**src/rtl/seven_seg_scan_ctrl.sv**
```systemverilog
// Time-multiplexed 4-digit seven-segment scanner with dark guard gaps between
// digits and frame-aligned double-buffered display updates.
module seven_seg_scan_ctrl #(
  parameter int ON_CYCLES    = 1000,
  parameter int GUARD_CYCLES = 16
) (
  input  logic        clk,
  input  logic        resetn,
  input  logic        load,
  output logic        load_ready,
  input  logic [15:0] value,
  input  logic [3:0]  blank_in,
  input  logic [3:0]  dp_in,
  output logic [3:0]  nibble_out,
  input  logic [6:0]  seg_in,
  output logic [6:0]  seg_out,
  output logic        dp_n,
  output logic [3:0]  dig_sel_n,
  output logic        frame_start
);

  localparam int         NUM_DIG    = 4;
  localparam logic [15:0] ON_LAST    = 16'(ON_CYCLES - 1);
  localparam logic [15:0] GUARD_LAST = 16'(GUARD_CYCLES - 1);

  typedef enum logic {S_GUARD, S_ON} state_t;

  typedef struct packed {
    logic [15:0] value;
    logic [3:0]  blank;
    logic [3:0]  dp;
  } disp_t;

  localparam disp_t DISP_RST = '{value: 16'h0000, blank: 4'hF, dp: 4'h0};

  state_t      r_state, w_state_nxt;
  logic [1:0]  r_idx, w_idx_nxt;
  logic [15:0] r_cnt, w_cnt_nxt;
  disp_t       r_disp, r_pend;
  logic        r_pend_valid;

  logic        w_apply;
  logic        w_load_acc;
  logic [NUM_DIG-1:0] w_lit;
  logic        w_any_lit;

  // Frame boundary: last guard cycle before digit 0 lights up.
  assign w_apply    = (r_state == S_GUARD) && (r_cnt == GUARD_LAST) && (r_idx == 2'd0);
  assign load_ready = !r_pend_valid;
  assign w_load_acc = load && load_ready;

  always_comb begin
    w_state_nxt = r_state;
    w_cnt_nxt   = r_cnt + 16'd1;
    w_idx_nxt   = r_idx;
    case (r_state)
      S_GUARD: begin
        if (r_cnt == GUARD_LAST) begin
          w_state_nxt = S_ON;
          w_cnt_nxt   = 16'd0;
        end
      end
      S_ON: begin
        if (r_cnt == ON_LAST) begin
          w_state_nxt = S_GUARD;
          w_cnt_nxt   = 16'd0;
          w_idx_nxt   = r_idx + 2'd1;
        end
      end
      default: begin
        w_state_nxt = S_GUARD;
        w_cnt_nxt   = 16'd0;
      end
    endcase
  end

  always_ff @(posedge clk or negedge resetn) begin
    if (!resetn) begin
      r_state <= S_GUARD;
      r_idx   <= 2'd0;
      r_cnt   <= 16'd0;
    end else begin
      r_state <= w_state_nxt;
      r_idx   <= w_idx_nxt;
      r_cnt   <= w_cnt_nxt;
    end
  end

  // Apply takes priority; a load can only land when pend is empty anyway.
  always_ff @(posedge clk or negedge resetn) begin
    if (!resetn) begin
      r_disp       <= DISP_RST;
      r_pend       <= '0;
      r_pend_valid <= 1'b0;
    end else if (w_apply && r_pend_valid) begin
      r_disp       <= r_pend;
      r_pend_valid <= 1'b0;
    end else if (w_load_acc) begin
      r_pend       <= '{value: value, blank: blank_in, dp: dp_in};
      r_pend_valid <= 1'b1;
    end
  end

  for (genvar g = 0; g < NUM_DIG; g++) begin : g_dig
    assign w_lit[g] = (r_state == S_ON) && (r_idx == 2'(g)) && !r_disp.blank[g];
  end

  assign w_any_lit   = |w_lit;
  assign dig_sel_n   = ~w_lit;
  assign seg_out     = w_any_lit ? seg_in : 7'h7F;
  assign dp_n        = !(w_any_lit && r_disp.dp[r_idx]);
  assign nibble_out  = r_disp.value[{r_idx, 2'b00} +: 4];
  assign frame_start = (r_state == S_ON) && (r_idx == 2'd0) && (r_cnt == 16'd0);

endmodule

```
**config.mk**
```make
export PLATFORM = sky130hd
export DESIGN_NAME = seven_seg_scan_ctrl
export DESIGN_NICKNAME = d
export VERILOG_FILES = /design/src/rtl/seven_seg_scan_ctrl.sv
export SDC_FILE = /design/constraint.sdc
export NUM_CORES = 1
export LEC_CHECK = 0
export ABC_AREA = 1
export CAP_MARGIN = 10
export CORE_AREA = 5 5 98 100
export DETAILED_ROUTE_END_ITERATION = 8
export DIE_AREA = 0 0 103 105
export PLACE_DENSITY_LB_ADDON = 0.1
export SYNTH_ARGS = -nofsm -noshare
export SYNTH_HDL_FRONTEND = slang
export SYNTH_SLANG_ARGS = --single-unit
```
**constraint.sdc**
```tcl
create_clock -name clk -period 2.4 [get_ports clk]
set_clock_uncertainty 0.15 [all_clocks]
set_input_delay 0.36 -clock clk [delete_from_list [all_inputs] [get_ports clk]]
set_output_delay 0.36 -clock clk [all_outputs]
set_load 0.02 [all_outputs]
```
Word-level counts from Yosys, hierarchy flattened
Cells that the tools add are included.
{"block": "classes", "n_addsub": 2, "n_bitwise": 3, "eq_ne": 5, "shifts": 1, "mux": 11, "n_reduce_logical": 26, "magnitude_cmp": 1}
{"operator": "2-to-1 mux 16 bit", "count": 2}
{"operator": "case mux 16 bit (2 select lines)", "count": 1}
{"operator": "adder 16 x 1 -> 16 bit, second input constant", "count": 1}
{"operator": "equality test 16 x 10 -> 1 bit, second input constant", "count": 1}
{"operator": "equality test 16 x 4 -> 1 bit, second input constant", "count": 1}
{"operator": "zero test 16 bit", "count": 1}
{"operator": "variable part select 16 x 5 -> 4 bit", "count": 1}
{"operator": "logical AND 1 bit", "count": 14}
{"operator": "2-to-1 mux 7 bit", "count": 1}
{"operator": "zero test 1 bit", "count": 6}
{"operator": "2-to-1 mux 1 bit", "count": 5}
{"operator": "equality test 2 bit, second input constant", "count": 2}
{"operator": "inverter 4 bit", "count": 1}
{"operator": "AND reduction 2 bit", "count": 2}
{"operator": "OR reduction 4 bit", "count": 1}
{"operator": "< comparator 2 x 3 -> 1 bit, second input constant", "count": 1}
{"operator": "adder 2 x 1 -> 2 bit, second input constant", "count": 1}
{"operator": "binary-select mux 1 bit (select 2 bit)", "count": 1}
{"operator": "equality test 2 x 1 -> 1 bit, second input constant", "count": 1}
{"operator": "zero test 2 bit", "count": 1}
{"operator": "inverter 1 bit", "count": 2}
{"operator": "case mux 1 bit (2 select lines)", "count": 1}
{"operator": "nonzero test 2 bit", "count": 1}
{"block": "totals", "out_inout_bits": 18, "regBits": 68, "word_cells": 59}

Longest topological paths before layout
Gate-level depths: netlist of the first run.
{"block": "depth", "ltp_word": 6, "ltp_mapped": 9, "ltp_nobuf": 8}

Worst setup path before layout of the first run
OpenSTA, ideal clock, no wires.
{"block": "synth_timing", "path_kind": "register -> output", "start": "register r_idx[0]", "end": "output frame_start", "path_stages_with_launch": 8, "arrival_time_ns": 1.791, "slack_ns": 0.099, "path_cell_list": "dfrtp_1 -> inv_1 -> clkbuf_1 -> ha_1 -> nand2_1 -> nor2_1 -> nand3_1 -> nor4_1"}
{"block": "synth_via", "elab_chain_cells": 3}
{"item": "start: declaration", "line": "37", "text": "logic [1:0] r_idx, w_idx_nxt;"}
{"item": "start signal: assignment", "line": "84", "text": "r_idx <= w_idx_nxt;"}
{"item": "zero test 2 bit", "line": "113", "text": "assign frame_start = (r_state == S_ON) && (r_idx == 2'd0) && (r_cnt == 16'd0);"}
{"item": "logical AND 1 bit (2 in a row)", "line": "113"}
{"item": "end: declaration", "line": "19", "text": "output logic frame_start"}
No other way between the ends.

Worst setup path after layout of the first run
{"block": "layout_timing", "start": "register r_idx[0]", "end": "output dig_sel_n[2]"}
{"block": "layout_via", "elab_chain_cells": 4}
{"item": "equality test 2 bit", "line": "105", "text": "assign w_lit[g] = (r_state == S_ON) && (r_idx == 2'(g)) && !r_disp.blank[g];"}
{"item": "logical AND 1 bit (2 in a row)", "line": "105"}
{"item": "inverter 4 bit", "line": "109", "text": "assign dig_sel_n = ~w_lit;"}
{"item": "end: declaration", "line": "18", "text": "output logic [3:0] dig_sel_n,"}
No other way between the ends.

==> results.json, run 1 <==
{
  "largest_net_degree_at_the_start_of_global_routing": 69,
  "synth.top_cell.area_share": 0.481,
  "power.share.switching": 0.235,
  "synth.largest_area_cell": "dfrtp_1",
  "cts_tree": "done",
  "maxCapViolations": 0,
  "fmaxAchievable_mhz": 432,
  "critical_path.reg2reg.startpoint": "r_cnt[0]",
  "timing.critical_path.arrival_ns": 1.81,
  "die_x_um": 103,
  "synth-seq-cells": 68,
  "drc": 0,
  "clock_tree.buffer_depth": 2,
  "ys_dominant_reg_cell": "dfrtp_1",
  "crit_fanout": 4,
  "detailedRoute.firstIterationViolations": 110,
  "vias": 2705,
  "postSynthCellCount": 371,
  "worst_setup_hold_path_clk_slew_ns": 0.07,
  "vdd_ir_drop_max_uv": 299,
  "switching_power_total_uw": 608,
  "maxSlewHeadroom": 0.718,
  "post_route_cells_drive_above_1_share": 0.191,
  "place_hpwl_um": 5600,
  "mappedNetlistArea_mm2": 0.00333,
  "dieArea_mm2": 0.0108,
  "comb_power_share": 0.105,
  "critPathRequiredTime_ns": 1.89,
  "power.leakage_uw": 0.00212,
  "detail_route.wirelength_um": 7620,
  "syn_avg_cell_area_um2": 8.97,
  "power.clock.fraction": 0.384,
  "critPathCaptureType": "primary output",
  "start_point_of_the_worst_hold_path": "r_disp[4]",
  "hold_path_class": "flip-flop to flip-flop",
  "grt_setup_unrepaired": "false",
  "synth_sequential_area_ratio": 0.513,
  "clockRootBuffer": "clkbuf_8",
  "hold_viol_final": 0,
  "final_core_util": 0.495,
  "layout.filler_cells": 849,
  "setup.worst_path.start_class": "flip-flop",
  "seq_power_share": 0.511,
  "std_cell_rows": 34,
  "placement.io_buffers": 51,
  "die-height_um": 105,
  "io-pin-count": 52,
  "final_nets": 481,
  "tightest_slew_ns": 0.422,
  "area_delta_synth_final_pct": 27.7,
  "floorplan.core_area_mm2": 0.00859,
  "grt_use_total": 0.151,
  "numCtsBuffers": 9,
  "p_int_uw": 1970,
  "post_drt_wl_per_cell_um": 13.8,
  "power.density_mw_per_mm2": 607,
  "via_count_of_the_first_global_routing_pass": 2686,
  "post_drt_via_cell_ratio": 4.88,
  "async_set_reset_flop_share_out_of_synthesis": 1.00,
  "first_pass_grt_wire_length_um": 12900,
  "routabilityCongestion": 0.860,
  "antenna_violating_nets_remaining": 0,
  "timing.final.crit_share": 0.965,
  "timing.final.crit_period_ns": 2.32,
  "synth_cell_type_count": 25,
  "outcome": "completed",
  "critical_path_class": "flip-flop to primary output",
  "synth_top_area_cells": "dfrtp_1 (48%), nand2_1 (11%), mux2_2 (8.1%)",
  "number_of_synthesized_flops_with_an_enable_pin": 0,
  "ys.warnings.count": 0,
  "final_setup_viols": 0,
  "htreeDepth": 3,
  "globalRouteOverflowTotal": 0,
  "postSynthNetCount": 411,
  "final_instance_area_mm2": 0.00425,
  "drt_first_pass_iters": 4,
  "antenna_found_initial": 0,
  "post_dp_cell_area_mm2": 0.00405,
  "clock_latency_ns": 0.34,
  "startpoint": "r_idx[0]",
  "num_antenna_cells": 0,
  "post-synth-top-count-cell": "nand2_1",
  "timing.final.max_slew_violations": 0,
  "initial_core_util": 0.387,
  "cts_sinks": 68,
  "ys_top_cells_by_count": "nand2_1 (99), dfrtp_1 (64), nor2_1 (50)"
}
## per-stage QoR
stage | hold slack [ns] | total power [µW] | cells | setup slack [ns] | setup TNS (ns)
after floorplan | -0.0856 | 1460 | 371 | 0.0990 | 0
after global placement | 0.262 | 1620 | 536 | 0.0478 | 0
after detailed placement | 0.261 | 1630 | 536 | -0.0251 | -0.0738
after CTS | 0.318 | 2620 | 553 | 0.000392 | 0
after global routing | 0.347 | 2700 | 554 | 0.0137 | 0
final | 0.319 | 2580 | 554 | 0.0831 | 0
## routing by layer
metal  up-vias  GRT usage  share of wire
li1       1340          -              -
met1      1286      0.208           0.48
met2        65      0.226           0.45
met3        14     0.0333          0.055
met4         0     0.0685          0.022
met5         -          0              0
## cell type report
type / count / area (µm²) / area share
sequential: 68 / 1710 / 0.402
multi-input combinational: 257 / 1430 / 0.337
timing repair buffer: 72 / 638 / 0.150
clock buffer: 13 / 169 / 0.0397
tap: 108 / 135 / 0.0318
inverter: 33 / 124 / 0.0291
clock inverter: 3 / 43.8 / 0.0103
## power groups by stage
stage	registers (µW)	clock network [µW]	logic [µW]
3_3_place_gp	1340	0	283
4_1_cts	1320	1020	278
2_1_floorplan	1320	0	141
5_1_grt	1330	1060	306
3_5_place_dp	1340	0	289
6_report	1320	991	270
## sequential cells by signal, indices dropped and copies added (netlist names)
register	count
r_disp	24
r_pend	24
r_state	1
r_cnt	16
r_idx	2
r_pend_valid	1
## final timing paths
kind                                      to  slack [ns]  depth (start not counted)
worst max-delay path            dig_sel_n[2]        0.08                          5
max in group asynchronous          r_disp[7]        1.33                          3
worst max register to register    r_disp[11]        0.28                          8
min in group asynchronous          r_cnt[13]        0.39                          3
worst min register to register     r_disp[4]        0.32                          2
worst min-delay path               r_disp[4]        0.32                          2
## cells by family after synthesis
family | Yosys count | share of synthesized area
muxes | 24 | 0.0812
xor gates and xnor gates | 10 | 0.0263
AOI/OAI and AO/OA | 17 | 0.0274
and+or+nand+nor | 200 | 0.269
adders and majority gates | 6 | 0.0225
buffers and inverters | 46 | 0.0613
DFF | 68 | 0.513
## worst max-delay path, cell delays in order (launching register included)
cell and delay [ns]:
dfrtp_1 0.36, inv_2 0.07, buf_4 0.13, ha_1 0.18, nand2_1 0.08, clkdlybuf4s50_1 0.64
## cell usage in the layout, fill, tap and decap left out
master            n
nand2_1          99
dfrtp_1          64
nor2_1           50
clkdlybuf4s50_1  34
inv_1            29
nand4_1          28
mux2_2           24
buf_4            19
nand3_1          14
clkbuf_8         12
o21ai_0          11
xor2_1           10
buf_2             8
o22ai_1           5
ha_1              5
dlygate4sd2_1     5
inv_2             4
dfstp_2           4
nor2_4            2
dlymetal6s2s_1    2
or2_4             1
nand2_2           1
a21oi_1           1
nor2_8            1
nor4_1            1
nor3_1            1
nand3_4           1
or2_2             1
ha_4              1
clkbuf_1          1
bufinv_16         1
clkinv_4          1
clkinv_2          1
dlygate4sd3_1     1
clkbuf_2          1
buf_6             1
buf_12            1
## repair_timing
| item | CTS | global route |
|---|---|---|
| hold buffers | 1 | 0 |
| buffers inserted | 0 | 1 |
| endpoints found under the setup margin | 16 | 12 |
| endpoints found under the hold margin | 64 | 0 |
| resized for setup | 40 | 9 |
Note: power is estimated with default switching activity, not from simulation.
==> inputs of run 2 (changes only) <==
- CAP_MARGIN: 10 -> not set
==> results of run 2 <==
Same layout as run 1: the final DEF is identical, and so are final timing and power.
